$ cat src/rtl/multicycle_control.sv
// Main control FSM for the multi-cycle MIPS datapath: sequences fetch/decode/execute/memory/writeback,
// drives datapath enables, counts retired instructions and traps on illegal opcodes.
module multicycle_control #(
  parameter int unsigned CNT_W = 32
) (
  input  logic             clk,
  input  logic             reset,
  input  logic [5:0]       opcode,
  input  logic             mem_ready,
  output logic             pc_write,
  output logic             pc_write_cond,
  output logic             branch_ne,
  output logic [1:0]       pc_source,
  output logic             i_or_d,
  output logic             mem_read,
  output logic             mem_write,
  output logic             ir_write,
  output logic             reg_dst,
  output logic             mem_to_reg,
  output logic             reg_write,
  output logic             alu_src_a,
  output logic [1:0]       alu_src_b,
  output logic [2:0]       alu_operation,
  output logic [3:0]       state,
  output logic             illegal,
  output logic [CNT_W-1:0] instr_count
);

  typedef enum logic [3:0] {
    StFetch   = 4'd0,
    StDecode  = 4'd1,
    StMemAddr = 4'd2,
    StMemRead = 4'd3,
    StMemWb   = 4'd4,
    StMemWr   = 4'd5,
    StRExec   = 4'd6,
    StRWb     = 4'd7,
    StBranch  = 4'd8,
    StJump    = 4'd9,
    StImmExec = 4'd10,
    StImmWb   = 4'd11,
    StTrap    = 4'd12
  } state_e;

  localparam logic [5:0] OpRType = 6'b000000;
  localparam logic [5:0] OpLw    = 6'b100011;
  localparam logic [5:0] OpSw    = 6'b101011;
  localparam logic [5:0] OpBeq   = 6'b000100;
  localparam logic [5:0] OpBne   = 6'b000101;
  localparam logic [5:0] OpJ     = 6'b000010;
  localparam logic [5:0] OpAddi  = 6'b001000;
  localparam logic [5:0] OpAndi  = 6'b001100;
  localparam logic [5:0] OpOri   = 6'b001101;

  state_e           state_q, state_d;
  logic [CNT_W-1:0] count_q, count_d;
  logic             retire;

  always_ff @(posedge clk) begin
    if (reset) begin
      state_q <= StFetch;
      count_q <= '0;
    end else begin
      state_q <= state_d;
      count_q <= count_d;
    end
  end

  always_comb begin
    state_d = state_q;
    unique case (state_q)
      StFetch:   state_d = mem_ready ? StDecode : StFetch;
      StDecode: begin
        case (opcode)
          OpRType:               state_d = StRExec;
          OpLw, OpSw:            state_d = StMemAddr;
          OpBeq, OpBne:          state_d = StBranch;
          OpJ:                   state_d = StJump;
          OpAddi, OpAndi, OpOri: state_d = StImmExec;
          default:               state_d = StTrap;
        endcase
      end
      StMemAddr: state_d = (opcode == OpSw) ? StMemWr : StMemRead;
      StMemRead: state_d = mem_ready ? StMemWb : StMemRead;
      StMemWb:   state_d = StFetch;
      StMemWr:   state_d = mem_ready ? StFetch : StMemWr;
      StRExec:   state_d = StRWb;
      StRWb:     state_d = StFetch;
      StBranch:  state_d = StFetch;
      StJump:    state_d = StFetch;
      StImmExec: state_d = StImmWb;
      StImmWb:   state_d = StFetch;
      StTrap:    state_d = StTrap;
      default:   state_d = StFetch;
    endcase
  end

  // TRAP never leaves and unused-state recovery is excluded, so only states 1..11 can retire.
  always_comb begin
    retire  = (state_q != StFetch) && (state_q < StTrap) && (state_d == StFetch);
    count_d = retire ? count_q + 1'b1 : count_q;
  end

  always_comb begin
    pc_write      = 1'b0;
    pc_write_cond = 1'b0;
    branch_ne     = 1'b0;
    pc_source     = 2'b00;
    i_or_d        = 1'b0;
    mem_read      = 1'b0;
    mem_write     = 1'b0;
    ir_write      = 1'b0;
    reg_dst       = 1'b0;
    mem_to_reg    = 1'b0;
    reg_write     = 1'b0;
    alu_src_a     = 1'b0;
    alu_src_b     = 2'b00;
    alu_operation = 3'b000;
    unique case (state_q)
      StFetch: begin
        mem_read  = 1'b1;
        alu_src_b = 2'b01;
        pc_write  = mem_ready;
        ir_write  = mem_ready;
      end
      StDecode:  alu_src_b = 2'b11;
      StMemAddr: begin
        alu_src_a = 1'b1;
        alu_src_b = 2'b10;
      end
      StMemRead: begin
        mem_read = 1'b1;
        i_or_d   = 1'b1;
      end
      StMemWb: begin
        reg_write  = 1'b1;
        mem_to_reg = 1'b1;
      end
      StMemWr: begin
        mem_write = 1'b1;
        i_or_d    = 1'b1;
      end
      StRExec: begin
        alu_src_a     = 1'b1;
        alu_operation = 3'b010;
      end
      StRWb: begin
        reg_write = 1'b1;
        reg_dst   = 1'b1;
      end
      StBranch: begin
        alu_src_a     = 1'b1;
        alu_operation = 3'b001;
        pc_write_cond = 1'b1;
        pc_source     = 2'b01;
        branch_ne     = (opcode == OpBne);
      end
      StJump: begin
        pc_write  = 1'b1;
        pc_source = 2'b10;
      end
      StImmExec: begin
        alu_src_a = 1'b1;
        alu_src_b = 2'b10;
        case (opcode)
          OpAddi:  alu_operation = 3'b100;
          OpAndi:  alu_operation = 3'b101;
          OpOri:   alu_operation = 3'b111;
          default: alu_operation = 3'b000;
        endcase
      end
      StImmWb:   reg_write = 1'b1;
      default:   ;
    endcase
    // Reset suppresses every side-effecting strobe in the same cycle it is asserted.
    if (reset) begin
      pc_write      = 1'b0;
      pc_write_cond = 1'b0;
      mem_read      = 1'b0;
      mem_write     = 1'b0;
      ir_write      = 1'b0;
      reg_write     = 1'b0;
    end
  end

  assign state       = state_q;
  assign illegal     = (state_q == StTrap);
  assign instr_count = count_q;

endmodule

$ cat config.mk
export PLATFORM = sky130hd
export DESIGN_NAME = multicycle_control
export DESIGN_NICKNAME = d
export VERILOG_FILES = /design/src/rtl/multicycle_control.sv
export SDC_FILE = /design/constraint.sdc
export NUM_CORES = 1
export LEC_CHECK = 0
export CORE_MARGIN = 2
export CORE_UTILIZATION = 25
export DETAILED_ROUTE_END_ITERATION = 8
export SLEW_MARGIN = 20
export SYNTH_ARGS = -nofsm -noshare
export SYNTH_HDL_FRONTEND = slang
export SYNTH_SLANG_ARGS = --single-unit
$ cat constraint.sdc
create_clock -name clk -period 6.75 [get_ports clk]
set_input_delay 1.35 -clock clk [delete_from_list [all_inputs] [get_ports clk]]
set_output_delay 1.35 -clock clk [all_outputs]
set_load 0.02 [all_outputs]
# Word level (Yosys, flattened, before mapping)
# Cells that the tools add are included.
op_classes:
  n_lt_le_gt_ge: 1
  n_reduce_logical: 14
  n_mux: 27
  n_addsub: 1
  n_eq_ne: 20
op_table:
  columns: ["operator", "count"]
  rows:
  - ["32-bit by 1-bit adder with 32-bit output, second input constant", 1]
  - ["4-bit case mux with 8 select lines", 1]
  - ["4-bit equality test, second input constant", 5]
  - ["4-bit case mux with 5 select lines", 1]
  - ["6-bit by 4-bit equality test with 1-bit output, second input constant", 3]
  - ["3-bit case mux with 3 select lines", 2]
  - ["1-bit 2-to-1 mux", 17]
  - ["4-bit by 3-bit equality test with 1-bit output, second input constant", 4]
  - ["6-bit by 3-bit equality test with 1-bit output, second input constant", 2]
  - ["6-bit equality test, second input constant", 2]
  - ["2-bit OR reduction", 5]
  - ["3-bit 2-to-1 mux", 3]
  - ["4-bit by 2-bit equality test with 1-bit output, second input constant", 2]
  - ["4-bit zero test", 2]
  - ["6-bit by 2-bit equality test with 1-bit output, second input constant", 1]
  - ["6-bit zero test", 1]
  - ["2-bit case mux with 3 select lines", 1]
  - ["3-bit OR reduction", 2]
  - ["4-bit by 1-bit equality test with 1-bit output, second input constant", 1]
  - ["4-bit < comparator, second input constant", 1]
  - ["2-bit case mux with 2 select lines", 1]
  - ["4-bit nonzero test", 1]
  - ["4-bit OR reduction", 1]
  - ["1-bit logical AND", 2]
  - ["1-bit case mux with 2 select lines", 1]
totals:
  in_bits: 9
  ff_bits: 36
  wordCells: 65
  output_inout_bits: 55

# Logic depth before layout (Yosys ltp)
logic_depth:
  depth_word: 6
  ltp_mapped: 8
  depth_no_buf: 6

# Worst setup path after synthesis
# No wires, ideal clock.
synth_timing:
  path_kind: "input to output"
  start: "input reset"
  end: "output pc_write"
  cell_stages: 4
  n_path_buf: 3
  t_arrival_ns: 2.622
  required_ns: 5.400
  setup_slack_ns: 2.778
  path_cell_list: "clkbuf_1 clkbuf_1 clkbuf_1 nor4_1"
synth_via:
  elab_chain_len: 1
synth_rtl:
  columns: ["element", "line_no", "text"]
  rows:
  - ["from (decl)", "7", "input logic reset,"]
  - ["1-bit 2-to-1 mux", "176", "if (reset) begin"]
  - ["to (decl)", "10", "output logic pc_write,"]
# Every way passes these cells.

# Final worst setup path
layout_timing:
  start: "input opcode[5]"
  end: "output alu_operation[2]"
layout_via:
  elab_chain_len: 3
  word_cells_on_any_way: 5
  classes_between: "eq/ne (3); mux (2)"
layout_rtl:
  columns: ["element", "line_no", "text"]
  rows:
  - ["from (decl)", "8", "input logic [5:0] opcode,"]
  - ["6-bit by 4-bit equality test with 1-bit output", "165", "case (opcode)"]
  - ["3-bit case mux with 3 select lines (*)", "165", null]
  - ["3-bit case mux with 3 select lines (*)", "119", "unique case (state_q)"]
  - ["to (decl)", "23", "output logic [2:0] alu_operation,"]
# Mark *: on every way between the ends. The rest lies on a longest branch, timed or not.

==> impl_results.md <==
- Outcome: finished clean
- Worst-case clock buffer depth: 2
- Share of post-route cells with drive strength above 1: 12.44%
- GR Util All Layers: a little over an eighth
- Clock root cell: clkbuf_16
- # rows: 38
- Skew-Pair Late Insertion Delay: 0.28 ns
- Drt initial violations: 189
- CP endpoint kind: primary output
- Number of global-route vias before repair: 2610
- Post-synth EDFFs: 0
- Distinct cells, synth: 49
- Post-synthesis simple-gate area fraction: 48.01%
- Delay-heaviest family, CP: buffers and inverters
- Final Hold Fails: 0
- Synth Area in Compound Gates: 7.080%
- CP cell instances: clkdlybuf4s50_1, nor4b_1, o21ai_0, nor2_1, clkdlybuf4s50_1
- Placeable Area: 10940 sq um
- Adder-cell share of the synthesized area: 0.4425%
- FF-to-FF Start: state[2]
- Post-Synth XOR/XNOR Area: less than 1%
- Final setup TNS: 0 ns
- Dpl ws: 1.998 ns
- Top post-synthesis cells by area: dfxtp_1 25%, nor4_2 12%, mux2_1 11%
- Cell Area, Placed: 3502 sq um
- Area of the die: roughly 12000 sq um
- Wire per inst: 14.46 um
- Largest family of logic cells by synthesized area: simple AND/OR/NAND/NOR gates
- Detail Placement HPWL: 4.989 mm
- Pin count of the biggest net entering global routing: 66
- Register Area: 720.7 sq um
- P&R area growth vs syn: 29.25%
- Crit path launch type: primary input
- Max-cap violations: 0
- CP Max Fanout: 8
- Crit-path max cell delay: between 0.6 and 0.7 ns
- Met3 Track Usage GR: ~3.6%
- FFs w/ async S/R, synth: 0%
- First-pass DRT Iterations: 4
- Synth top area share: 25.49%
- Hold Crit Start: instr_count[31]
- Cts repair resizes: 0
- DR DRC count: 0
- Leading area contributor after synthesis: dfxtp_1
- Fillers: 1186
- Sequential share of the synthesized area: 25.49%
- Critical path buffers and inverters: 2
- Utilization after layout: 33.42%
- Critical path's slowest cell: clkdlybuf4s50_1
- WL final: 7.606 mm
- Post-Syn Area: 2828 sq um
- Max IR drop VDD: 0.09525 mV
- Die width: 110.4 um
- Antenna diodes: 0
- Clock Skew: 0.005307 ns
- Tcrit/Tclk final: a little under three quarters
- Final #Nets: 396
- Clock sink count: 36
- Top-count cell post-synth: nor2_1
- CP Class: in2out
- Initial antenna violation count: 0
- Post-CTS setup buffers: 0
- Internal reg-to-reg setup slack: 3.42 ns
- Worst Path Required: 5.40 ns
- Worst min path class: reg2reg
- Syn_nets: 354
- RSZ-0062 raised after global routing: false
- Multi-input gate area: just under 2000 sq um
- Worst slew pin tran: 0.9813 ns
- Grt met2 use: 20.55%
- Fmax: between 200 and 250 MHz
- Post-Synthesis Cells: 344
- # H-tree levels: 2
- Fin area: 3655 sq um
- # hold bufs at CTS: 0
- FF+latch count, synth: 36
- Total number of vias: 2707
- Die Y: 110.4 um
- Initial core utilization: between 20 and 30%
- Gpl congestion: 0.7736
- I/O Pins: 64
- Multiplexer share of the synthesized area: 12.30%
- Avg Inst Size Synth: 8.220 sq um
- Avg Vias per Cell: between 5 and 6
- Setup slack after layout: 1.950 ns
- PortBufs: 63
- Worst slew margin: 34.50%
- Clk slew on worst S/H paths: ~0.060 ns
- Grt ovf: 0
- First-pass GRT wire length: ~13 mm
- Ys flop type: dfxtp_1
- Pwr/cell area: roughly 160 nW/um^2
- Fin crit period: approximately 4.8 ns
- Ys Warns: 0
- Leakage: around 1.3 nW
- Crit path arrival time: 3.45 ns
- Most frequent CP cell: clkdlybuf4s50_1
- Crit. Startpoint: opcode[5]
- Num CTS Buffers: 5
- Final ANT Viol Nets: 0
- Post-synth top cells: 50 x nor2_1, 36 x dfxtp_1, 32 x nor2b_1
- GRT busiest layer: met2
- Met1 GRT Util: roughly 18%
- Final setup vio count: 0
- Slew Viols, Final: 0
- CTS tree: built
## state kept, by name (all words and copies together) (netlist names)
register	count
state	4
instr_count	32
## worst reg2reg max path: stages (launching register included)
cell,delay (ns)
dfxtp_1,0.78
xnor2_1,0.24
o22ai_1,0.13
a32oi_1,0.27
nand3_2,0.78
nor4b_1,0.63
mux2_2,0.38
## layout make-up
type / count / share of cell area [%]
Sequential cell: 36 / 19.72
Multi-Input combinational cell: 274 / 53.37
Tap cell: 140 / 4.793
Timing Repair Buffer: 65 / 17.53
Inverter: 4 / 0.4108
Clock buffer: 7 / 4.177
## metrics by stage
step	hold slack [ns]	total power, mW	instances
floorplan	0.5949	0.3231	344
global placement	0.5229	0.3518	519
detailed placement	0.5556	0.3523	519
CTS	0.5700	0.5944	526
global route	0.5925	0.6165	526
finish	0.5579	0.5924	526
## power by group
part	internal, mW	switching [mW]	total (mW)
clock	0.155	0.0883	0.243
combinational	0.0386	0.0849	0.124
sequential	0.215	0.0105	0.226
total	0.409	0.184	0.592
## worst paths after layout
check	endpoint	cells after the start
setup reg to reg	instr_count[2]	6
hold reg to reg	instr_count[31]	2
setup / recovery	alu_operation[2]	5
hold / removal	instr_count[31]	2
## layer usage
layer / part of all wire [%] / up-vias
met1: 49 / 1302
met2: 44 / 74
met4: 0.62 / 0
met3: 6.0 / 4
met5: 0 / -
li1: - / 1327
## placed cells by master (no fill, tap or decap), types with 3 or more instances in the layout
cell,instances
nor2_1,50
and4_1,4
nor4_2,26
nor4_1,4
nand3b_1,3
nand2_1,18
dfxtp_1,36
clkbuf_16,5
nor2b_1,32
nor4b_1,3
nor3_1,9
clkdlybuf4s50_1,62
inv_1,4
and3_1,11
nand2b_1,7
mux2_1,28
o21ai_0,8
and2_1,3
nand3_1,12
a21oi_1,7
nand4_1,9
or3_1,7
## cells by family (layout without fill, tap and decap cells)
group	count (synthesis)	count (layout)
simple gates	209	209
flops	36	36
buf+inv	34	76
xor+xnor	2	2
mux	31	31
compound gates	31	31
fa+ha+maj	1	1
(Power assumes the default switching activity.)
